File: src/rtl/peripheral_bus_controller.sv
// Bridges the CPU native memory port to eight one-hot selected peripheral slots,
// with a per-transfer timeout and an enables sanity check so the CPU never hangs.
module peripheral_bus_controller #(
  parameter int unsigned TIMEOUT_CYCLES = 255,
  parameter logic [31:0] ERROR_DATA     = 32'hDEADBEEF
) (
  input  logic         clk,
  input  logic         reset,
  input  logic         mem_valid,
  input  logic [31:0]  mem_addr,
  input  logic [31:0]  mem_wdata,
  input  logic [3:0]   mem_wstrb,
  output logic         mem_ready,
  output logic [31:0]  mem_rdata,
  input  logic [7:0]   enables,
  output logic [7:0]   periph_valid,
  output logic [31:0]  periph_addr,
  output logic [31:0]  periph_wdata,
  output logic [3:0]   periph_wstrb,
  input  logic [7:0]   periph_ready,
  input  logic [255:0] periph_rdata,
  input  logic         err_clear,
  output logic         bus_error,
  output logic [31:0]  error_addr
);

  localparam int unsigned CNT_W = $clog2(TIMEOUT_CYCLES + 1);
  localparam logic [CNT_W-1:0] CNT_LAST = CNT_W'(TIMEOUT_CYCLES - 1);
  localparam logic [CNT_W-1:0] CNT_MAX  = {CNT_W{1'b1}};

  typedef enum logic [1:0] {
    ST_IDLE   = 2'd0,
    ST_ACCESS = 2'd1,
    ST_DONE   = 2'd2
  } state_t;

  state_t      state_q;
  logic [CNT_W-1:0] cnt_q, cnt_d;
  logic        mem_ready_q;
  logic [31:0] mem_rdata_q;
  logic [7:0]  periph_valid_q;
  logic [31:0] periph_addr_q;
  logic [31:0] periph_wdata_q;
  logic [3:0]  periph_wstrb_q;
  logic        bus_error_q, bus_error_d;
  logic [31:0] error_addr_q;

  logic        enables_onehot;
  logic        accept;
  logic        bad_select;
  logic        sel_ready;
  logic        timeout_hit;
  logic        err_set;
  logic [31:0] sel_rdata;
  logic [31:0] slot_rdata_masked [8];

  assign enables_onehot = (enables != 8'd0) && ((enables & (enables - 8'd1)) == 8'd0);
  assign accept         = (state_q == ST_IDLE) && mem_valid && enables_onehot;
  assign bad_select     = (state_q == ST_IDLE) && mem_valid && !enables_onehot;

  // periph_valid_q is one-hot during ACCESS, so it doubles as the slot mask
  // and stray ready/data from unselected slots never reach the CPU.
  assign sel_ready   = |(periph_ready & periph_valid_q);
  assign timeout_hit = (state_q == ST_ACCESS) && !sel_ready && (cnt_q == CNT_LAST);
  assign err_set     = bad_select || timeout_hit;

  for (genvar gi = 0; gi < 8; gi++) begin : g_slot
    assign slot_rdata_masked[gi] = periph_rdata[32*gi +: 32] & {32{periph_valid_q[gi]}};
  end

  always_comb begin
    sel_rdata = 32'd0;
    for (int i = 0; i < 8; i++) begin
      sel_rdata = sel_rdata | slot_rdata_masked[i];
    end
  end

  // A new error in the same cycle as err_clear must remain visible.
  always_comb begin
    bus_error_d = bus_error_q;
    if (err_set) begin
      bus_error_d = 1'b1;
    end else if (err_clear) begin
      bus_error_d = 1'b0;
    end
  end

  always_comb begin
    cnt_d = cnt_q;
    if (accept) begin
      cnt_d = '0;
    end else if ((state_q == ST_ACCESS) && !sel_ready && (cnt_q != CNT_MAX)) begin
      cnt_d = cnt_q + 1'b1;
    end
  end

  always_ff @(posedge clk) begin
    if (reset) begin
      state_q        <= ST_IDLE;
      cnt_q          <= '0;
      mem_ready_q    <= 1'b0;
      mem_rdata_q    <= 32'd0;
      periph_valid_q <= 8'd0;
      periph_addr_q  <= 32'd0;
      periph_wdata_q <= 32'd0;
      periph_wstrb_q <= 4'd0;
      bus_error_q    <= 1'b0;
      error_addr_q   <= 32'd0;
    end else begin
      cnt_q       <= cnt_d;
      bus_error_q <= bus_error_d;
      mem_ready_q <= 1'b0;
      case (state_q)
        ST_IDLE: begin
          if (accept) begin
            periph_addr_q  <= mem_addr;
            periph_wdata_q <= mem_wdata;
            periph_wstrb_q <= mem_wstrb;
            periph_valid_q <= enables;
            state_q        <= ST_ACCESS;
          end else if (bad_select) begin
            mem_rdata_q  <= ERROR_DATA;
            error_addr_q <= mem_addr;
            mem_ready_q  <= 1'b1;
            state_q      <= ST_DONE;
          end
        end
        ST_ACCESS: begin
          if (sel_ready) begin
            mem_rdata_q    <= (periph_wstrb_q == 4'd0) ? sel_rdata : 32'd0;
            periph_valid_q <= 8'd0;
            mem_ready_q    <= 1'b1;
            state_q        <= ST_DONE;
          end else if (timeout_hit) begin
            mem_rdata_q    <= ERROR_DATA;
            error_addr_q   <= periph_addr_q;
            periph_valid_q <= 8'd0;
            mem_ready_q    <= 1'b1;
            state_q        <= ST_DONE;
          end
        end
        ST_DONE: begin
          state_q <= ST_IDLE;
        end
        default: begin
          state_q        <= ST_IDLE;
          periph_valid_q <= 8'd0;
        end
      endcase
    end
  end

  assign mem_ready    = mem_ready_q;
  assign mem_rdata    = mem_rdata_q;
  assign periph_valid = periph_valid_q;
  assign periph_addr  = periph_addr_q;
  assign periph_wdata = periph_wdata_q;
  assign periph_wstrb = periph_wstrb_q;
  assign bus_error    = bus_error_q;
  assign error_addr   = error_addr_q;

endmodule
File: config.mk
export PLATFORM = sky130hd
export DESIGN_NAME = peripheral_bus_controller
export DESIGN_NICKNAME = d
export VERILOG_FILES = /design/src/rtl/peripheral_bus_controller.sv
export SDC_FILE = /design/constraint.sdc
export NUM_CORES = 1
export LEC_CHECK = 0
export BUFFER_PORTS_ARGS = -buffer_cell sky130_fd_sc_hd__buf_2
export CAP_MARGIN = 0
export CORE_AREA = 8 8 183 185
export DETAILED_ROUTE_END_ITERATION = 10
export DIE_AREA = 0 0 191 193
export GPL_ROUTABILITY_DRIVEN = 1
export PLACE_DENSITY = 0.5
export SYNTH_ARGS = -nofsm -noshare
export SYNTH_HDL_FRONTEND = slang
export SYNTH_SLANG_ARGS = --single-unit
File: constraint.sdc
create_clock -name clk -period 1.9 [get_ports clk]
set_input_delay 0.095 -clock clk [delete_from_list [all_inputs] [get_ports clk]]
set_output_delay 0.095 -clock clk [all_outputs]
set_load 0.1 [all_outputs]
## Yosys cells after proc, flatten, opt, wreduce, memory -nomap -nowiden

Cells that the tools add are included.

- Add/sub/neg operators: 2
- Equality and inequality tests: 11
- Muxes and demuxes: 27
- Bitwise gates (word level): 18
- Reductions and logical operators: 23

Operator list:

| kind | count |
|---|---|
| 32-bit 2-to-1 mux | 9 |
| 32-bit bitwise AND | 8 |
| 32-bit bitwise OR | 7 |
| 32-bit case mux with 2 select lines | 2 |
| 8-bit 2-to-1 mux | 3 |
| 8-bit case mux with 3 select lines | 1 |
| 8-bit bitwise AND | 2 |
| 2-bit inequality test, second input constant | 5 |
| 8-bit by 1-bit adder with 8-bit output, second input constant | 1 |
| 8-bit == test, second input constant | 1 |
| 8-bit zero test | 1 |
| 2-bit 2-to-1 mux | 4 |
| 8-bit inequality test, second input constant | 1 |
| 8-bit nonzero test | 1 |
| 8-bit OR reduction | 1 |
| 8-bit by 1-bit subtractor with 8-bit output, second input constant | 1 |
| 1-bit logical AND | 7 |
| 1-bit 2-to-1 mux | 6 |
| 3-bit inequality test, second input constant | 2 |
| 5-bit AND reduction | 1 |
| 4-bit zero test | 1 |
| 2-bit case mux with 2 select lines | 1 |
| 2-bit AND reduction | 2 |
| 4-bit AND reduction | 1 |
| other kinds (10) | 12 |

- Flip-flop bits (word level): 152
- Output and inout port bits: 142
- Logic and storage cells: 91

## Depth between registers and ports, before layout

- Depth in word-level cells: 11
- Mapped depth: 9
- Mapped depth without buffers: 7

## Worst setup path before layout

OpenSTA, ideal clock, no wires.

- Path type: flip-flop to flip-flop
- Start: register periph_valid_q[0], in the netlist periph_valid[0]
- End: register error_addr_q[10], in the netlist error_addr[10]
- Library setup time: 0.091 ns
- Arrival time: 2.414 ns
- Setup slack: -0.605 ns
- Cell stages (with the launch flop): 10
- Path buffers: 3
- Clock period less this slack: 2.505 ns
- Path through: dfxtp_1 > clkbuf_1 > a22oi_1 > and4_1 > nand3_1 > o211ai_1 > clkbuf_1 > clkbuf_1 > nor2_1 > a311oi_1

- Cells in the longest elaborated chain, start to end: 7

Ends and longest elaborated chain:

| item | line | text |
|---|---|---|
| from (decl) | 41 | `logic [7:0] periph_valid_q;` |
| from (signal assigned) | 119 | `periph_valid_q <= enables;` |
| 8-bit bitwise AND * | 63 | `assign sel_ready = \|(periph_ready & periph_valid_q);` |
| 8-bit OR reduction * | 63 |  |
| 1-bit zero test | 64 | `assign timeout_hit = (state_q == ST_ACCESS) && !sel_ready && (cnt_q == CNT_LAST);` |
| 1-bit logical AND (2 in series) | 64 |  |
| 2-bit inequality test (no line) | - |  |
| 5-bit AND reduction (no line) * | - |  |
| to (signal assigned) | 123 | `error_addr_q <= mem_addr;` |
| to (signal assigned) | 136 | `error_addr_q <= periph_addr_q;` |
| to (decl) | 46 | `logic [31:0] error_addr_q;` |

Mark *: on every way between the ends. The rest lies on a longest branch, timed or not.
A chain may end at the register's enable or synchronous reset.

## Worst setup path in the final report

- Start: register periph_valid_q[7], in the netlist periph_valid[7]
- End: output port periph_valid[7]

RTL lines:

| item | line | text |
|---|---|---|
| to (decl) | 16 | `output logic [7:0] periph_valid,` |

No word-level cell between the ends.

==> impl.org <==
** Yosys
- Post-Syn Nets :: 1,260
- The cell area that synthesis handed to floorplanning was 0.007157 mm².
- Count of different cell masters after synthesis :: 40
- Dominant synthesized flop cell :: dfxtp_1
- Register bit total from synthesis :: 152
- Of the synthesized area, sequential elements account for 0.4252.
- The synthesized design contains 0 enable-type register cells.
- Post-synthesis cell count :: 914
- Synthesized area per cell :: 7.830 µm²
- Share of async-settable or async-resettable flops after synthesis :: 0
- Warning count from the yosys run :: 0

** Routing
- Number of nets with antenna violations after detailed routing :: 0
- After detailed routing, the average wire length per cell comes to 21.09 µm.
- The first detailed-routing pass ran for 5 iterations.
- Residual DRC :: 0
- Ratio of routed vias to standard cells :: 4.946
- Drt total wl :: 39,360 µm
- Detailed-route via count :: 9,229
- Initial DRC count :: 601

** Job
- Max-cap viol count :: 0

** Placed design
- In this run the cell area measured after placement is 0.01018 mm².
- Counting tap cells, the placed design contains a total of 1,750 instances.
- Minimum setup slack after placement :: -0.3168 ns
- Detailed placement finished with a half-perimeter wire length of 29,680 µm.
- Number of I/O port buffers :: 485
- Routability-driven placement finished with a final weighted congestion of 0.9377.

** STA
- Final Hold Violating Endpoints :: 0
- The number of max-slew violations in the final report was 0.
- Worst Tran Pin Value :: 0.5846 ns
- After layout, the worst setup slack is 0.08478 ns.
- Worst setup skew after layout :: 0.01580 ns
- Post-Route Setup TNS :: 0 ns
- Of the available clock period, the critical path in the final layout requires 0.9554.
- Max frequency :: 0.5509 GHz
- Headroom to the max-slew limit came out at 0.6103.
- Setup-failing EPs final :: 0
- RSZ-0062 raised after global routing :: false
- The smallest clock period supported by the final layout is computed as 1.815 ns.

** Global routing
- Remaining Overflow, GRT :: 0
- Entering global routing, the biggest net connects 90 pins.
- In the global route stage, overall resource usage came out at 0.1980.
- The initial antenna violation count was 13.
- The first global-routing pass estimated 56,410 µm of wire.
- The number of global-route vias before repair was 9,133.

** Final layout
- Fraction of final layout cells sized beyond drive strength 1 :: 0.3975
- Final-layout fill cell count :: 3,260
- Layout overhead on the synthesized area :: 62.27%
- Final Core Density :: 0.3768
- Final non-filler cell total :: 1,866
- Once layout is done, the placed cells without fillers occupy 0.01161 mm².
- The final layout contains 1,788 nets.

** Floorplanning
- Effective utilization at floorplan :: 0.2322
- Overall die width :: 191 µm
- Row generation in the floorplan step produced 65 rows.
- Die Area :: 0.03686 mm²
- In this run the count of I/O pins placed on the die edge is 486.
- After floorplanning, the core was sized to cover 0.03082 mm².
- Height of the die :: 193 µm

** CTS
- Clock latency of the later-clocked register in the worst-skew pair :: 0.42 ns
- Number of levels in the clock H-tree :: 4
- TritonCTS built the clock tree.
- Maximum number of buffers from clock root to sink :: 2
- Total CTS buffers :: 17
- The clock drives 152 sinks.
- Clock tree synthesis selected as its root buffer the cell clkbuf_16.
- After clock tree synthesis, the clock-pin slew on the worst setup and hold paths is 0.06 ns.

** Worst setup path
- Slowest stage delay, CP :: 0.53 ns
- Worst path slowest cell :: buf_2
- The worst setup path is launched from a flip-flop.
- Worst Setup End Kind :: output pin
- At the worst endpoint, the required time is 1.80 ns.
- The critical path is of the flip-flop to output pin type.
- Crit Path Max Fanout :: 34
- Critical path arrival :: 1.72 ns
- The critical path goes through buf_4, buf_2.

** Worst hold path
- Class of the tightest hold or removal check :: input port to flip-flop

** Power and ir drop
- Maximum ir drop on the vdd rail :: 0.5443 mV
- Power spread over the standard cell area amounts to 790.8 mW/mm².
- Summed over all cells, the static leakage comes to 5.103 nW.

** Status
- Status :: finished clean
repair_timing:
| action | 4_1_cts | 5_1_grt |
|---|---|---|
| resized for setup | 0 | 8 |
| endpoints found under the hold margin | 102 | 0 |
| hold buffers | 70 | 0 |
| setup buffers | 0 | 3 |
| endpoints found under the setup margin | 0 | 95 |
final timing paths:
check                                       end  slack (ns)  cells past startpoint            start
worst max-delay path            periph_valid[7]        0.08                      2  periph_valid[7]
worst min-delay path            periph_valid[4]        0.04                      3       enables[4]
worst max register to register    error_addr[9]        0.10                      8         cnt_q[6]
worst min register to register  periph_wdata[3]        0.45                      2  periph_wdata[3]
state kept, by name, summed over array words and instances, names as in the netlist:
register / flops
mem_ready: 1
periph_wstrb: 4
error_addr: 32
cnt_q: 8
periph_valid: 8
bus_error: 1
periph_addr: 32
mem_rdata: 32
periph_wdata: 32
state_q: 2
Yosys cell counts, types with 6 or more instances:
cell / number / share of area
a21oi_1: 78 / 0.055
a221oi_1: 24 / 0.029
a22o_1: 9 / 0.011
a22oi_1: 132 / 0.14
a311oi_1: 32 / 0.039
a41o_1: 8 / 0.011
buf_2: 6 / 0.0042
clkbuf_1: 75 / 0.039
dfxtp_1: 152 / 0.43
inv_1: 27 / 0.014
nand2_1: 240 / 0.13
nand4_1: 28 / 0.024
nor2_1: 41 / 0.022
nor3_1: 10 / 0.0070
power breakdown:
part,internal [mW],leakage (nW),switching [mW]
clock network,2.16,0.293,1.44
logic,0.633,3.56,1.56
registers,3.31,1.25,0.0774
total,6.11,5.10,3.07
layout make-up:
class | count | area (µm²) | area share
inverter | 27 | 101.3 | 0.008727
antenna | 10 | 25.02 | 0.002155
multi-input combinational | 648 | 3730 | 0.3212
timing repair buffer | 596 | 3563 | 0.3068
tap | 402 | 503.0 | 0.04331
clock buffer | 19 | 454.2 | 0.03911
clock inverter | 12 | 162.7 | 0.01401
sequential | 152 | 3074 | 0.2647
cells by family (layout without fill, tap and decap cells):
family / count (synthesis) / after routing / synth area share
AOI/OAI and AO/OA: 297 / 297 / 0.2991
DFF: 152 / 152 / 0.4252
other: 0 / 10 / 0
xor gates and xnor gates: 7 / 7 / 0.008567
and+or+nand+nor: 342 / 342 / 0.2007
adders and majority gates: 2 / 2 / 0.003496
buffers and inverters: 114 / 654 / 0.06294
metal layers:
layer	global-route usage	vias up	part of all wire
li1	-	4400	-
met1	0.2267	4344	0.40
met2	0.3451	425	0.49
met3	0.05342	60	0.078
met4	0.08025	0	0.032
met5	0	-	0
per-stage QoR:
step	total power, mW	hold WS (ns)
floorplan	4.780	0.2199
global placement	5.469	0.3344
detailed placement	5.478	0.3414
CTS	9.265	0.01342
global route	9.578	0.03922
finish	9.185	0.03752
cells in the final DEF, fill, tap and decap left out, drive strengths merged, types with 20 or more instances in the layout:
cell type    count
a21oi           78
a221oi          24
a22oi          132
a311oi          32
buf            525
clkbuf          20
dfxtp          152
dlygate4sd3     70
inv             32
nand2          240
nand4           28
nor2            42
critical path, delay by kind of cell, from the launching register on:
kind	cells	cell delay (ns)
buffers and inverters	2	0.92
DFF	1	0.34
Note: power is estimated with default switching activity, not from simulation.
